$ cat config.mk
export PLATFORM = sky130hd
export DESIGN_NAME = lsu
export DESIGN_NICKNAME = d
export VERILOG_FILES = /design/src/rtl/lsu.sv
export SDC_FILE = /design/constraint.sdc
export NUM_CORES = 1
export LEC_CHECK = 0
export CAP_MARGIN = 20
export CORE_MARGIN = 1
export CORE_UTILIZATION = 28
export CTS_CLUSTER_DIAMETER = 30
export DETAILED_ROUTE_END_ITERATION = 12
export DONT_BUFFER_PORTS = 1
export HOLD_SLACK_MARGIN = 0.03
export PLACE_DENSITY = 0.46
export RECOVER_POWER = 25
export SKIP_LAST_GASP = 1
export SLEW_MARGIN = 20
export SYNTH_ARGS = -nofsm -noshare
export SYNTH_HDL_FRONTEND = slang
export SYNTH_SLANG_ARGS = --single-unit
$ cat constraint.sdc
create_clock -name clk -period 5.5 [get_ports clk]
set_input_delay 1.1 -clock clk [delete_from_list [all_inputs] [get_ports clk]]
set_output_delay 1.1 -clock clk [all_outputs]
set_load 0.05 [all_outputs]
$ cat src/rtl/lsu.sv
// RV32I load/store unit: byte/halfword stores are done as a read-modify-write of the containing word.
// Define LSU_MISALIGN_TRAP_EN to reject misaligned H/HU/W requests; otherwise they are force-aligned.
module lsu #(
    parameter int ADDR_WIDTH = 12
) (
    input  logic        clk,
    input  logic        rst,
    input  logic        req_valid,
    output logic        req_ready,
    input  logic        req_we,
    input  logic [2:0]  req_funct3,
    input  logic [31:0] req_addr,
    input  logic [31:0] req_wdata,
    output logic        resp_valid,
    input  logic        resp_ready,
    output logic [31:0] resp_rdata,
    output logic        resp_err,
    output logic        dm_is_load,
    output logic        dm_is_store,
    output logic [31:0] dm_addr,
    output logic [31:0] dm_store_data,
    input  logic [31:0] dm_load_data
);

    localparam logic [1:0] S_IDLE   = 2'd0;
    localparam logic [1:0] S_ACCESS = 2'd1;
    localparam logic [1:0] S_WRITE  = 2'd2;
    localparam logic [1:0] S_RESP   = 2'd3;

    logic [1:0]  state;
    logic        we_q;
    logic [2:0]  f3_q;
    logic [31:0] addr_q;
    logic [31:0] wdata_q;
    logic [31:0] merged_q;
    logic [31:0] rdata_q;
    logic        err_q;

    logic        reject;
    logic [31:0] addr_aligned;
    logic        is_sw;
    logic [31:0] load_ext;
    logic [31:0] merged;
    logic [31:0] byte_src;
    logic [31:0] half_src;
    logic        unused_addr;

    assign unused_addr = &{1'b0, addr_q[31:ADDR_WIDTH+2]};

    always_comb begin
        reject       = (req_funct3 == 3'b011) || (req_funct3 == 3'b110) || (req_funct3 == 3'b111);
        addr_aligned = req_addr;
`ifdef LSU_MISALIGN_TRAP_EN
        if ((req_funct3[1:0] == 2'b01 && req_addr[0]) ||
            (req_funct3 == 3'b010 && req_addr[1:0] != 2'b00))
            reject = 1'b1;
`else
        if (req_funct3[1:0] == 2'b01)
            addr_aligned[0] = 1'b0;
        else if (req_funct3[1:0] == 2'b10)
            addr_aligned[1:0] = 2'b00;
`endif
    end

    // Lane extraction for loads and lane replacement for sub-word stores share the latched offset.
    always_comb begin
        is_sw    = we_q && (f3_q[1:0] == 2'b10);
        byte_src = dm_load_data >> {addr_q[1:0], 3'b000};
        half_src = dm_load_data >> {addr_q[1], 4'b0000};
        case (f3_q[1:0])
            2'b00:   load_ext = f3_q[2] ? {24'b0, byte_src[7:0]}
                                        : {{24{byte_src[7]}}, byte_src[7:0]};
            2'b01:   load_ext = f3_q[2] ? {16'b0, half_src[15:0]}
                                        : {{16{half_src[15]}}, half_src[15:0]};
            default: load_ext = dm_load_data;
        endcase
        merged = dm_load_data;
        if (f3_q[1:0] == 2'b00)
            merged[{addr_q[1:0], 3'b000} +: 8] = wdata_q[7:0];
        else
            merged[{addr_q[1], 4'b0000} +: 16] = wdata_q[15:0];
    end

    always_ff @(posedge clk) begin
        if (rst) begin
            state    <= S_IDLE;
            we_q     <= 1'b0;
            f3_q     <= 3'b0;
            addr_q   <= 32'b0;
            wdata_q  <= 32'b0;
            merged_q <= 32'b0;
            rdata_q  <= 32'b0;
            err_q    <= 1'b0;
        end else begin
            case (state)
                S_IDLE: begin
                    if (req_valid) begin
                        we_q    <= req_we;
                        f3_q    <= req_funct3;
                        addr_q  <= addr_aligned;
                        wdata_q <= req_wdata;
                        rdata_q <= 32'b0;
                        err_q   <= reject;
                        state   <= reject ? S_RESP : S_ACCESS;
                    end
                end
                S_ACCESS: begin
                    if (we_q && !is_sw) begin
                        merged_q <= merged;
                        state    <= S_WRITE;
                    end else begin
                        rdata_q <= we_q ? 32'b0 : load_ext;
                        state   <= S_RESP;
                    end
                end
                S_WRITE: state <= S_RESP;
                default: begin
                    if (resp_ready) begin
                        rdata_q <= 32'b0;
                        err_q   <= 1'b0;
                        state   <= S_IDLE;
                    end
                end
            endcase
        end
    end

    // Reset gates the store strobe directly so an in-flight WRITE never commits.
    always_comb begin
        req_ready     = (state == S_IDLE) && !rst;
        resp_valid    = (state == S_RESP);
        resp_rdata    = rdata_q;
        resp_err      = err_q;
        dm_is_load    = (state == S_ACCESS) && !is_sw;
        dm_is_store   = !rst && (((state == S_ACCESS) && is_sw) || (state == S_WRITE));
        dm_addr       = 32'b0;
        dm_store_data = 32'b0;
        if (state == S_ACCESS || state == S_WRITE)
            dm_addr = 32'(addr_q[ADDR_WIDTH+1:2]);
        if (state == S_ACCESS && is_sw)
            dm_store_data = wdata_q;
        else if (state == S_WRITE)
            dm_store_data = merged_q;
    end

endmodule

## Word-level counts from Yosys, hierarchy flattened

Cells that the tools add are included.

- Reductions and logical operators: 23
- $add $sub $neg: 2
- Equal/unequal tests: 12
- Shifts and indexed selects: 6
- Muxes and demuxes: 25
- Bitwise logic cells: 2

Operator list:

| operator | count |
|---|---|
| $mux W32 | 9 |
| $pmux W32 S3 | 1 |
| $bwmux W32 | 2 |
| $pmux W32 S2 | 1 |
| $shift A16 B7 Y32 const A | 1 |
| $shift A8 B7 Y32 const A | 1 |
| $shiftx A16 B7 Y32 | 1 |
| $shiftx A8 B7 Y32 | 1 |
| $shr A32 B5 Y16 | 1 |
| $shr A32 B5 Y8 | 1 |
| $neg A5 Y7 | 2 |
| $mux W12 | 1 |
| $eq A2 B2 Y1 const B | 4 |
| $mux W2 | 4 |
| $eq A2 B1 Y1 const B | 3 |
| $eq A3 B3 Y1 const B | 2 |
| $logic_and A1 B1 Y1 | 6 |
| $pmux W2 S3 | 1 |
| $reduce_and A2 Y1 | 3 |
| $mux W1 | 5 |
| $logic_not A2 Y1 | 2 |
| $logic_or A1 B1 Y1 | 4 |
| $ne A2 B2 Y1 const B | 2 |
| $reduce_and A4 Y1 | 1 |
| other kinds (9) | 11 |

- Output and inout bits: 101
- Logic and storage cells: 78
- Bits of input ports: 104
- Flip-flop bits (word level): 117

## Depth between registers and ports, before layout

- Word-level depth: 6
- Mapped depth: 8
- Depth with buffers taken out: 6

## Worst setup path before layout

Ideal clock, no wire load.

- Kind: register -> output
- Start point: register state[0]
- End point: output dm_store_data[22]
- Data required time: 4400 ps
- Buffers on the path: 2
- Path slack: 2129 ps
- Cell stages (with the launch flop): 7
- Arrival: 2271 ps
- Path through: dfxtp_1 > inv_1 > ha_1 > clkbuf_1 > clkbuf_1 > nand2_1 > o21ai_0

- Word-level cells in the longest chain between the ends: 3
- Elaborated cells between the ends (all ways): 5
- Classes of those cells: eq/ne (2); mux (2); reduce/logical (1)

Ends and longest elaborated chain:

| what | RTL line | text |
|---|---|---|
| from (decl) | 30 | `logic [1:0] state;` |
| from (signal assigned) | 104 | `state <= reject ? S_RESP : S_ACCESS;` |
| $eq A2 B2 Y1 / $eq A2 B1 Y1 (equally long branches) | 142, 140 |  |
| $mux W32 / $logic_and A1 B1 Y1 (equally long branches) | 142, 140 |  |
| $mux W32 (*) | 140 | `if (state == S_ACCESS && is_sw)` |
| to (decl) | 21 | `output logic [31:0] dm_store_data,` |

Mark *: on every way between the ends. The rest lies on a longest branch, timed or not.

## Worst setup path after layout

- Start point: register f3_q[0]
- End point: output dm_is_store

- Word-level cells in the longest chain between the ends: 5

Ends and longest elaborated chain:

| what | RTL line | text |
|---|---|---|
| from (decl) | 32 | `logic [2:0] f3_q;` |
| from (signal assigned) | 99 | `f3_q <= req_funct3;` |
| $eq A2 B2 Y1 | 67 | `is_sw = we_q && (f3_q[1:0] == 2'b10);` |
| $logic_and A1 B1 Y1 | 67 |  |
| $logic_and A1 B1 Y1 | 135 | `dm_is_store = !rst && (((state == S_ACCESS) && is_sw) \|\| (state == S_WRITE));` |
| $logic_or A1 B1 Y1 | 135 |  |
| $logic_and A1 B1 Y1 | 135 |  |
| to (decl) | 19 | `output logic dm_is_store,` |

Every way passes these cells.

==> impl_metrics.prom <==
# TYPE chip_impl_metric gauge
chip_impl_info{name="run_status",value="finished with violations"} 1
chip_impl_info{name="failed_checks",value="max-capacitance violations, max-slew violations"} 1
chip_impl_metric{name="cells_after_dpl",unit=""} 991
chip_impl_metric{name="netSwitchingFraction",unit="%"} 37.2
chip_impl_metric{name="final_core_area_utilization",unit="%"} 31.6
chip_impl_metric{name="final_antenna_net_count",unit=""} 0
chip_impl_metric{name="p_sw",unit="uW"} 1230
chip_impl_metric{name="synthesis.area",unit="um^2"} 6180
chip_impl_metric{name="viasPerCell",unit=""} 5.20
chip_impl_metric{name="cap_violations",unit=""} 1
chip_impl_metric{name="die_height",unit="um"} 151
chip_impl_metric{name="power.share.clock",unit="%"} 37.6
chip_impl_metric{name="cellInternalPower",unit="uW"} 2070
chip_impl_metric{name="netlist-cell-type-count",unit=""} 59
chip_impl_metric{name="cts_made_buffers",unit=""} 17
chip_impl_metric{name="cp.required",unit="ns"} 4.40
chip_impl_metric{name="num-nets-final",unit=""} 843
chip_impl_metric{name="skew",unit="ns"} 0.0100
chip_impl_info{name="most-common-layout-cells",value="193 x sky130_fd_sc_hd__nand2_1, 116 x sky130_fd_sc_hd__dfxtp_1, 77 x sky130_fd_sc_hd__a21oi_1"} 1
chip_impl_metric{name="design.die.area",unit="um^2"} 22700
chip_impl_metric{name="route.vias.total",unit=""} 5319
chip_impl_metric{name="fraction_of_met2_tracks_used_by_global_routing",unit="%"} 30.3
chip_impl_metric{name="syn_inst",unit=""} 765
chip_impl_metric{name="drtIter0Drc",unit=""} 386
chip_impl_metric{name="slew_violations",unit=""} 49
chip_impl_metric{name="cts.sink_count",unit=""} 117
chip_impl_metric{name="boundaryPins",unit=""} 205
chip_impl_metric{name="synthToLayoutAreaGrowth",unit="%"} 11.0
chip_impl_metric{name="setup_viol",unit=""} 0
chip_impl_metric{name="slew_headroom",unit="%"} -90.0
chip_impl_metric{name="io_buffer_count",unit=""} 0
chip_impl_metric{name="grt_max_degree",unit=""} 76
chip_impl_metric{name="antenna_cells_inserted",unit=""} 0
chip_impl_metric{name="route.detailed.drc",unit=""} 0
chip_impl_metric{name="grtUsageMet1",unit="%"} 25.5
chip_impl_metric{name="synthesis.area_per_instance",unit="um^2"} 8.08
chip_impl_info{name="crit_path_end_kind",value="output port"} 1
chip_impl_metric{name="hold_ws",unit="ns"} 0.445
chip_impl_metric{name="synth.yosys.seq_area_share",unit="%"} 37.9
chip_impl_metric{name="final.min_clock_period",unit="ns"} 4.29
chip_impl_metric{name="finalHoldViolations",unit=""} 0
chip_impl_metric{name="firstDrtPassIters",unit=""} 4
chip_impl_info{name="busiest_layer",value="met2"} 1
chip_impl_info{name="clock_tree.root_cell",value="sky130_fd_sc_hd__clkbuf_16"} 1
chip_impl_metric{name="grt_antenna_before_repair",unit=""} 0
chip_impl_metric{name="cts.htree.levels",unit=""} 4
chip_impl_metric{name="ys.warnings.count",unit=""} 0
chip_impl_metric{name="globalRouteOverflowTotal",unit=""} 0
chip_impl_info{name="cts_tree",value="built"} 1
chip_impl_info{name="cell_chain_critical_path",value="nand2b_1 -> nor2_4 -> buf_4 -> nor2_1 -> nor2_1"} 1
chip_impl_metric{name="globalRouteMet3Util",unit="%"} 6.21
chip_impl_info{name="setup_crit_start_kind",value="flop"} 1
chip_impl_metric{name="power.share.sequential",unit="%"} 37.3
chip_impl_info{name="slowest_stage",value="sky130_fd_sc_hd__nor2_1"} 1
chip_impl_metric{name="power_leakage",unit="uW"} 0.00237
chip_impl_metric{name="cts_hold_repair.buffers",unit=""} 0
chip_impl_metric{name="post_route_non_filler_standard_cell_count",unit=""} 1023
chip_impl_metric{name="number_of_enable_flip_flop_cells_after_synthesis",unit=""} 0
chip_impl_metric{name="placeableCoreArea",unit="um^2"} 21800
chip_impl_metric{name="die-width",unit="um"} 151
chip_impl_metric{name="postCtsSetupBuffers",unit=""} 0
chip_impl_metric{name="synth.ff_latch_count",unit=""} 117
chip_impl_metric{name="timing.fmax",unit="MHz"} 233
chip_impl_info{name="critPathMostFrequentCell",value="sky130_fd_sc_hd__nor2_1"} 1
chip_impl_metric{name="clkSlewWorstSetupHoldPaths",unit="ns"} 0.06
chip_impl_metric{name="post-dp-hpwl",unit="um"} 14800
chip_impl_info{name="timing.hold.worst.class",value="flop to flop"} 1
chip_impl_metric{name="gr_usage_total",unit="%"} 19.6
chip_impl_metric{name="final.fill_count",unit=""} 2355
chip_impl_info{name="synth_flop_cell",value="sky130_fd_sc_hd__dfxtp_1"} 1
chip_impl_metric{name="core.rowCount",unit=""} 54
chip_impl_metric{name="finalCritPeriodShare",unit="%"} 78.0
chip_impl_info{name="timing_worst_setup_path_type",value="flop to output port"} 1
chip_impl_metric{name="max-clock-path-buffers",unit=""} 2
chip_impl_metric{name="max_slew.worst_pin.slew",unit="ns"} 2.85
chip_impl_metric{name="power-per-cell-area",unit="nW/um^2"} 480
chip_impl_info{name="grt_setup_unrepaired",value="no"} 1
chip_impl_metric{name="slowest_delay",unit="ns"} 0.71
chip_impl_metric{name="worst_skew_pair.late_latency",unit="ns"} 0.42
chip_impl_info{name="leading_cell_type_in_the_layout_fill_and_taps_excluded",value="sky130_fd_sc_hd__nand2_1"} 1
chip_impl_metric{name="comb_power_share",unit="%"} 25.1
chip_impl_metric{name="routabilityCongestion",unit=""} 0.798
chip_impl_metric{name="post_route_cells_drive_above_1_share",unit="%"} 9.02
chip_impl_metric{name="cp.arrival",unit="ns"} 3.19
chip_impl_metric{name="avgRoutedWirePerCell",unit="um"} 21.2
chip_impl_metric{name="first_global_vias",unit=""} 5161
chip_impl_metric{name="crit_fanout",unit=""} 43
chip_impl_metric{name="wire_length_of_the_first_global_routing_pass",unit="um"} 32500
chip_impl_metric{name="number_of_resized_instances_in_the_post_cts_repair_step",unit=""} 0
chip_impl_metric{name="finalSetupTns",unit="ns"} 0
chip_impl_metric{name="synth-async-reset-ratio",unit="%"} 0
chip_impl_metric{name="wirelength",unit="um"} 21700
chip_impl_metric{name="initial_core_utilization",unit="%"} 28.4
chip_impl_metric{name="power",unit="uW"} 3290
chip_impl_metric{name="irDropWorstVdd",unit="mV"} 0.180
-- synthesized netlist by cell type (all sizes together) (6+ instances only) --
library cell,number,area share [%]
buf,53,5.6
o21ai,45,3.8
a221oi,17,2.7
nor2,27,1.7
o2bb2ai,24,3.4
mux2i,16,2.6
nand2b,11,1.3
and3b,6,0.85
mux2,9,1.7
dfxtp,117,38
nand2,194,12
ha,9,1.8
inv,6,0.36
clkbuf,28,1.7
a21oi,80,6.7
or3,8,0.81
a32o,24,3.9
a211o,6,0.85
a221o,17,2.8
nor3,21,1.7
and2,14,1.4
-- logic make-up (layout without fill, tap and decap cells) --
logic type / count (synthesis) / in the layout / share of synthesized area, %
simple gates: 300 / 300 / 22.7
compound gates: 224 / 224 / 25.5
flops: 117 / 117 / 37.9
buf+inv: 89 / 48 / 7.83
mux: 25 / 25 / 4.29
fa+ha+maj: 9 / 9 / 1.82
other cells: 1 / 20 / 0.0606
-- final cells by class --
type	instances	area, um^2	share of cell area (%)
Sequential cell	117	2340	34.1
Multi-Input combinational cell	578	3430	50.0
Clock inverter	9	173	2.52
Tap cell	280	350	5.10
Inverter	8	30.0	0.437
Timing Repair Buffer	8	60.1	0.875
Clock buffer	23	478	6.96
-- registers in the layout, indices dropped and copies added, names as in the netlist --
| name | cells |
|---|---|
| resp_rdata | 32 |
| state | 2 |
| resp_err | 1 |
| we_q | 1 |
| wdata_q | 32 |
| merged_q | 32 |
| f3_q | 3 |
| addr_q | 14 |
-- routing by layer --
| layer | share of wire, % | routed length [um] | vias to the layer above |
|---|---|---|---|
| li1 | - | - | 2607 |
| met1 | 44 | 9510 | 2515 |
| met2 | 47 | 10100 | 171 |
| met3 | 7.5 | 1630 | 26 |
| met4 | 1.9 | 420 | 0 |
| met5 | 0 | 0 | - |
-- power by group through the flow --
stage                     clock [uW]  combinational, uW  sequential, uW
after floorplan                    0                725            1190
after global placement             0                829            1250
after detailed placement           0                832            1250
after CTS                       1270                836            1230
after global routing            1310                921            1250
final                           1240                827            1230
-- critical path, delay by kind of cell (launching register included) --
kind          cells  cell delay, ns
buf+inv           1            0.47
flops             1            0.60
simple gates      4            1.69
-- path summary, 6_finish.rpt --
check	slack (ns)	startpoint	cells after the start	endpoint
min reg2reg	0.44	addr_q[10]	2	addr_q[10]
max	1.21	f3_q[0]	5	dm_is_store
min	0.44	addr_q[10]	2	addr_q[10]
max reg2reg	2.10	state[1]	5	wdata_q[11]
-- per-stage QoR --
step / setup slack (ns) / area (um^2)
after floorplan: 2.13 / 6250
after global placement: 1.76 / 6220
after detailed placement: 1.73 / 6220
after CTS: 1.27 / 6870
after global routing: 0.948 / 6870
final: 1.21 / 6870
No activity file was read; power rests on OpenSTA's default activity.
==> variant 1: new RTL, same flow settings <==
Change the parameter `ADDR_WIDTH` from 12 to 14.
--- a/src/rtl/lsu.sv
+++ b/src/rtl/lsu.sv
@@ -3,3 +3,3 @@
 module lsu #(
-    parameter int ADDR_WIDTH = 12
+    parameter int ADDR_WIDTH = 14
 ) (
Function: changed (a bounded check fails within 4 cycles, from zero or initial values and one cycle with rst high).
==> variant 1 against the unedited design <==
Sequential cell count rose by 2; setup slack improved by 150 ps; die area up 0.16%; synthesized cell count increased by 1.4%; the run still ends with max-capacitance violations, max-slew violations left; design area grew 0.42%; total power is 2.2% lower; routed wire length about the same; synthesized area grew 0.16%; core utilization is 0.13 points higher; critical path depth is 1 higher; final cell count grew 1.1%; clock power shrank 8%; sequential share of layout area up 0.44 points.
==> variant 1: results (changes against the unedited design) <==
cts repair resizes: 0 (unchanged)
status: complete, but fails checks (unchanged)
synth top area cells: dfxtp_1 (38%), nand2_1 (12%), a21oi_1 (6.5%) (was dfxtp_1 (38%), nand2_1 (12%), a21oi_1 (6.2%))
first-pass GRT wire length: 32580 um (was 32450 um)
DR vias: 5449 (was 5319)
crit-path max FO: 30 (was 43)
maximum capacitance violations: 1 (unchanged)
nets: 854 (was 843)
worst hold start: addr_q[13]$_SDFFE_PP0P_ (was addr_q[10]$_SDFFE_PP0P_)
proportion of layout cells with a drive suffix above 1: 8.886% (was 9.017%)
Max VDD drop: 197.7 uV (was 179.7 uV)
Setup Skew: 10.95 ps (was 10.03 ps)
initial drt markers: 352 (was 386)
R2R Path End: wdata_q[15]$_SDFFE_PP0P_ (was wdata_q[11]$_SDFFE_PP0P_)
ANT cells: 0 (unchanged)
Yosys cell types: 54 (was 59)
Max Slew Vio Count: 51 (was 49)
Worst R2R Setup Slack: 2150 ps (was 2100 ps)
register area share after synthesis: 38.46% (was 37.88%)
crit-path max cell delay: 600 ps (was 710 ps)
violated checks: max-capacitance violations, max-slew violations (unchanged)
Largest delay share family, worst path: simple AND/OR/NAND/NOR gates (unchanged)
reg-to-reg startpoint: state[0]$_SDFFE_PP0P_ (was state[1]$_SDFFE_PP0P_)
Pre-antenna DRT Iters: 9 (was 4)
WL per Instance: 20.97 um (was 21.18 um)
largest net degree at the start of global routing: 78 (was 76)
Synth Warn #: 0 (unchanged)
CP Launch Point: f3_q[0]$_SDFFE_PP0P_ (unchanged)
GPL Wtd Cong: 0.7489 (was 0.7976)
synth cell count leaders: nand2_1 (200), dfxtp_1 (119), a21oi_1 (80) (was nand2_1 (193), dfxtp_1 (117), a21oi_1 (77))
Leak: 0.002394 uW (was 0.002366 uW)
Detailed Place HPWL: 14970 um (was 14750 um)
Switching Share: 40.23% (was 37.23%)
Crit-path slowest cell: nor2_4 (was nor2_1)
[variant 1: cell count changes after synthesis, moves of 3 or more]
cell / delta
a21oi_1: +3
a21oi_2: -3
buf_2: -5
buf_4: -5
buf_6: -3
clkbuf_1: +15
mux2i_1: +3
nand2_1: +7
o21ai_1: -3
[variant 1: routing by layer]
metal | GRT usage [%] | wire, um
met2 | 30.96 | 9873
met3 | 6.758 | 1796
met5 | 0 | 0
met4 | 5.850 | 352
met1 | 24.79 | 9661
[variant 1: stage by stage]
stage | std cells | instance area [um^2] | total power (uW) | hold WS (ps) | worst slack (ps)
2_1_floorplan | 793 | 6257 | 1926 | 431.7 | 2129
3_3_place_gp | 1000 | 6277 | 2097 | 432.2 | 1621
3_5_place_dp | 1000 | 6277 | 2100 | 435.8 | 1612
4_1_cts | 1032 | 6870 | 3254 | 444.5 | 1158
5_1_grt | 1034 | 6894 | 3407 | 471.1 | 1127
6_report | 1034 | 6894 | 3223 | 443.1 | 1363
[variant 1: worst min path at each step]
| stage | endpoint | slack [ps] | cells after the start |
|---|---|---|---|
| 2_1_floorplan | addr_q[10]$_SDFFE_PP0P_ | 430 | 2 |
| 3_3_place_gp | addr_q[11]$_SDFFE_PP0P_ | 430 | 2 |
| 3_5_place_dp | addr_q[15]$_SDFFE_PP0P_ | 440 | 2 |
| 4_1_cts | addr_q[15]$_SDFFE_PP0P_ | 440 | 2 |
| 5_1_grt | addr_q[11]$_SDFFE_PP0P_ | 470 | 2 |
| 6_report | addr_q[13]$_SDFFE_PP0P_ | 440 | 2 |
[variant 1: layout make-up]
| cell class | count | area (um^2) |
|---|---|---|
| clock buffer | 17 | 425.4 |
| clock inverter | 15 | 167.7 |
| fill | 2363 | 14860 |
| inverter | 9 | 33.78 |
| multi-input combinational | 585 | 3458 |
| sequential | 119 | 2384 |
| tap | 280 | 350.3 |
| timing repair buffer | 9 | 75.07 |
[variant 1: kinds of logic after synthesis]
kind of cell    after synthesis  synth area share, %
compound gates              227                25.94
fa+ha+maj                     9                1.818
buf+inv                      89                7.031
flops                       119                38.46
mux                          28                4.707
other cells                   1              0.06055
simple gates                303                21.98
[variant 1: power by group through the flow]
stage               clock (uW)  sequential, uW  combinational, uW
global placement             0            1260                837
floorplan                    0            1210                721
CTS                       1170            1240                843
detailed placement           0            1260                840
global route              1210            1260                937
finish                    1140            1240                842
[variant 1: worst register-to-register path, delay by kind of cell (launching register included)]
kind	cells	cell delay, ps
flops	1	340
fa+ha+maj	1	330
simple gates	2	2300
compound gates	1	220
buf+inv	1	90
==> variant 2: new RTL, same flow settings <==
Without the edit above. Put a register stage on the output `resp_err`, without a reset. The value now appears one clock later. The other outputs are not delayed to match.
--- a/src/rtl/lsu.sv
+++ b/src/rtl/lsu.sv
@@ -28,2 +28,4 @@
     localparam logic [1:0] S_RESP   = 2'd3;
+
+    logic resp_err_d;
 
@@ -132,3 +134,3 @@
         resp_rdata    = rdata_q;
-        resp_err      = err_q;
+        resp_err_d    = err_q;
         dm_is_load    = (state == S_ACCESS) && !is_sw;
@@ -145,2 +147,6 @@
 
+    always_ff @(posedge clk) begin
+        resp_err <= resp_err_d;
+    end
+
 endmodule
Behaviour: not the same (a bounded check fails within 4 cycles, from zero or initial values and one cycle with rst high).
==> variant 2 against the unedited design <==
Setup slack gained 15 ps; die area grew 0.32%; total power shrank 5.0%; synthesized area grew 0.32%; design area shrank 1.2%; routed wire length shrank 0.88%; the flow still finishes with violations (max-capacitance violations, max-slew violations); clock skew shrank 0.71 ps; sequential cell count grew 1; sequential share of layout area grew 0.70 points; highest routed layer unchanged; largest power group is now registers; critical path type unchanged.
==> variant 2: results (changes against the unedited design) <==
area of placed instances: 0.006233 mm^2 (was 0.006223 mm^2)
antenna violations before repair: 0 (unchanged)
Hold Path Sink: resp_err$_DFF_P_ (was addr_q[10]$_SDFFE_PP0P_)
register area share after synthesis: 38.08% (was 37.88%)
largest net degree at the start of global routing: 76 (unchanged)
Synth Warn #: 0 (unchanged)
first-pass GRT wire length: 32070 um (was 32450 um)
reg-to-reg startpoint: addr_q[1]$_SDFFE_PP0P_ (was state[1]$_SDFFE_PP0P_)
Root Buffer: clkbuf_16 (unchanged)
Slew @ Worst Pin: 1885 ps (was 2848 ps)
Synth Area in XOR/XNOR: 0% (unchanged)
ANT cells: 0 (unchanged)
post-synthesis mux area share: 4.276% (was 4.290%)
Max VDD drop: 160.7 uV (was 179.7 uV)
violated checks: max-capacitance violations, max-slew violations (unchanged)
worst hold start: err_q$_SDFFE_PP0P_ (was addr_q[10]$_SDFFE_PP0P_)
status: complete, but fails checks (unchanged)
Post-Synth Adder-Cell Area: 1.815% (was 1.821%)
initial drt markers: 389 (was 386)
Pre-antenna DRT Iters: 4 (unchanged)
cts repair resizes: 0 (unchanged)
crit-path max FO: 41 (was 43)
compound-cell area share of the yosys netlist: 25.37% (was 25.46%)
Detailed Place HPWL: 14630 um (was 14750 um)
fraction of registers with async set/reset: 0% (unchanged)
nets: 842 (was 843)
CTS max path bufs: 2 (unchanged)
R2R cell count: 7 (was 5)
post-CTS setup buffer count: 0 (unchanged)
vias per inst: 5.229 (was 5.199)
Leak: 0.002320 uW (was 0.002366 uW)
Overall Global Routing Usage: 19.18% (was 19.60%)
R2R Path End: merged_q[19]$_SDFFE_PP0P_ (was wdata_q[11]$_SDFFE_PP0P_)
synth top area cells: dfxtp_1 (38%), nand2_1 (12%), a21oi_1 (6.2%) (unchanged)
Setup Skew: 9.323 ps (was 10.03 ps)
GPL Wtd Cong: 0.7658 (was 0.7976)
filler instances: 2364 (was 2355)
Yosys cell types: 59 (unchanged)
proportion of layout cells with a drive suffix above 1: 9.030% (was 9.017%)
Largest delay share family, worst path: simple AND/OR/NAND/NOR gates (unchanged)
Num CTS Buffers: 17 (unchanged)
Worst-Skew Late Latency: 420 ps (about the same)
Hold Path Class: flop to flop (unchanged)
hold depth: 0 (was 2)
WL per Instance: 21.01 um (was 21.18 um)
clk slew on worst S/H paths: 50 ps
Max Slew Vio Count: 52 (was 49)
maximum capacitance violations: 1 (unchanged)
Crit-path slowest cell: nor2_1 (unchanged)
# port buffers: 0 (unchanged)
P_sw: 1226 uW (about the same)
CP arrival: 3170 ps (was 3190 ps)
synth cell count leaders: nand2_1 (193), dfxtp_1 (118), a21oi_1 (77) (was nand2_1 (193), dfxtp_1 (117), a21oi_1 (77))
vias in the first global route: 5126 (was 5161)
Worst R2R Setup Slack: 2560 ps (was 2100 ps)
crit-path max cell delay: 710 ps (about the same)
setup total negative slack: 0 ps (unchanged)
## variant 2: cell count changes in the layout (fill, tap and decap cells not counted), sizes merged
cell      before  now
buf            8    6
clkinv         5    8
clkbuf        23   22
bufinv         5    2
clkinvlp       1    2
dfxtp        117  118
## variant 2: worst max path at each step
stage | startpoint | end | slack [ps] | depth (start not counted)
3_3_place_gp | f3_q[0]$_SDFFE_PP0P_ | dm_is_store | 1770 | 5
6_report | f3_q[0]$_SDFFE_PP0P_ | dm_is_store | 1230 | 5
2_1_floorplan | state[0]$_SDFFE_PP0P_ | dm_store_data[22] | 2130 | 6
4_1_cts | f3_q[0]$_SDFFE_PP0P_ | dm_is_store | 1310 | 5
5_1_grt | f3_q[0]$_SDFFE_PP0P_ | dm_is_store | 950 | 5
3_5_place_dp | f3_q[0]$_SDFFE_PP0P_ | dm_is_store | 1760 | 5
## variant 2: stage by stage
step	total power (uW)	setup WS [ps]	hold slack [ps]	std cells	utilization, %
3_3_place_gp	2084	1775	347.0	990	28.64
4_1_cts	3182	1313	354.7	1022	31.22
6_report	3129	1228	356.0	1022	31.19
3_5_place_dp	2083	1758	345.8	990	28.65
5_1_grt	3314	947.6	372.8	1022	31.19
2_1_floorplan	1922	2129	330.8	785	-
## variant 2: power groups by stage
stage	sequential, uW	clock, uW	combinational, uW
CTS	1240	1110	831
global placement	1250	0	829
floorplan	1200	0	725
finish	1240	1080	812
global route	1250	1150	905
detailed placement	1250	0	829
## variant 2: layout make-up
class | instances | area, um^2 | share of cell area [%]
Multi-Input combinational cell | 578 | 3437 | 50.65
Clock inverter | 10 | 105.1 | 1.549
Tap cell | 280 | 350.3 | 5.163
Sequential cell | 118 | 2364 | 34.83
Timing Repair Buffer | 6 | 45.04 | 0.6638
Clock buffer | 22 | 454.2 | 6.694
Inverter | 8 | 30.03 | 0.4426
## variant 2: cell families (layout without fill, tap and decap cells)
logic type,Yosys count,in the layout
AND/OR/NAND/NOR,300,300
flip-flops,118,118
buffers and inverters,89,46
multiplexers,25,25
AO/OA/AOI/OAI,224,224
adder cells (fa/ha/maj),9,9
other,1,20
## variant 2: per-layer routing
| metal | share of wire (%) | GRT usage [%] | routed length [um] | vias to the layer above |
|---|---|---|---|---|
| li1 | - | - | - | 2610 |
| met1 | 44 | 25.10 | 9429 | 2557 |
| met2 | 46 | 29.86 | 9897 | 164 |
| met3 | 8.8 | 6.867 | 1890 | 13 |
| met4 | 1.2 | 4.600 | 260 | 0 |
| met5 | 0 | 0 | 0 | - |
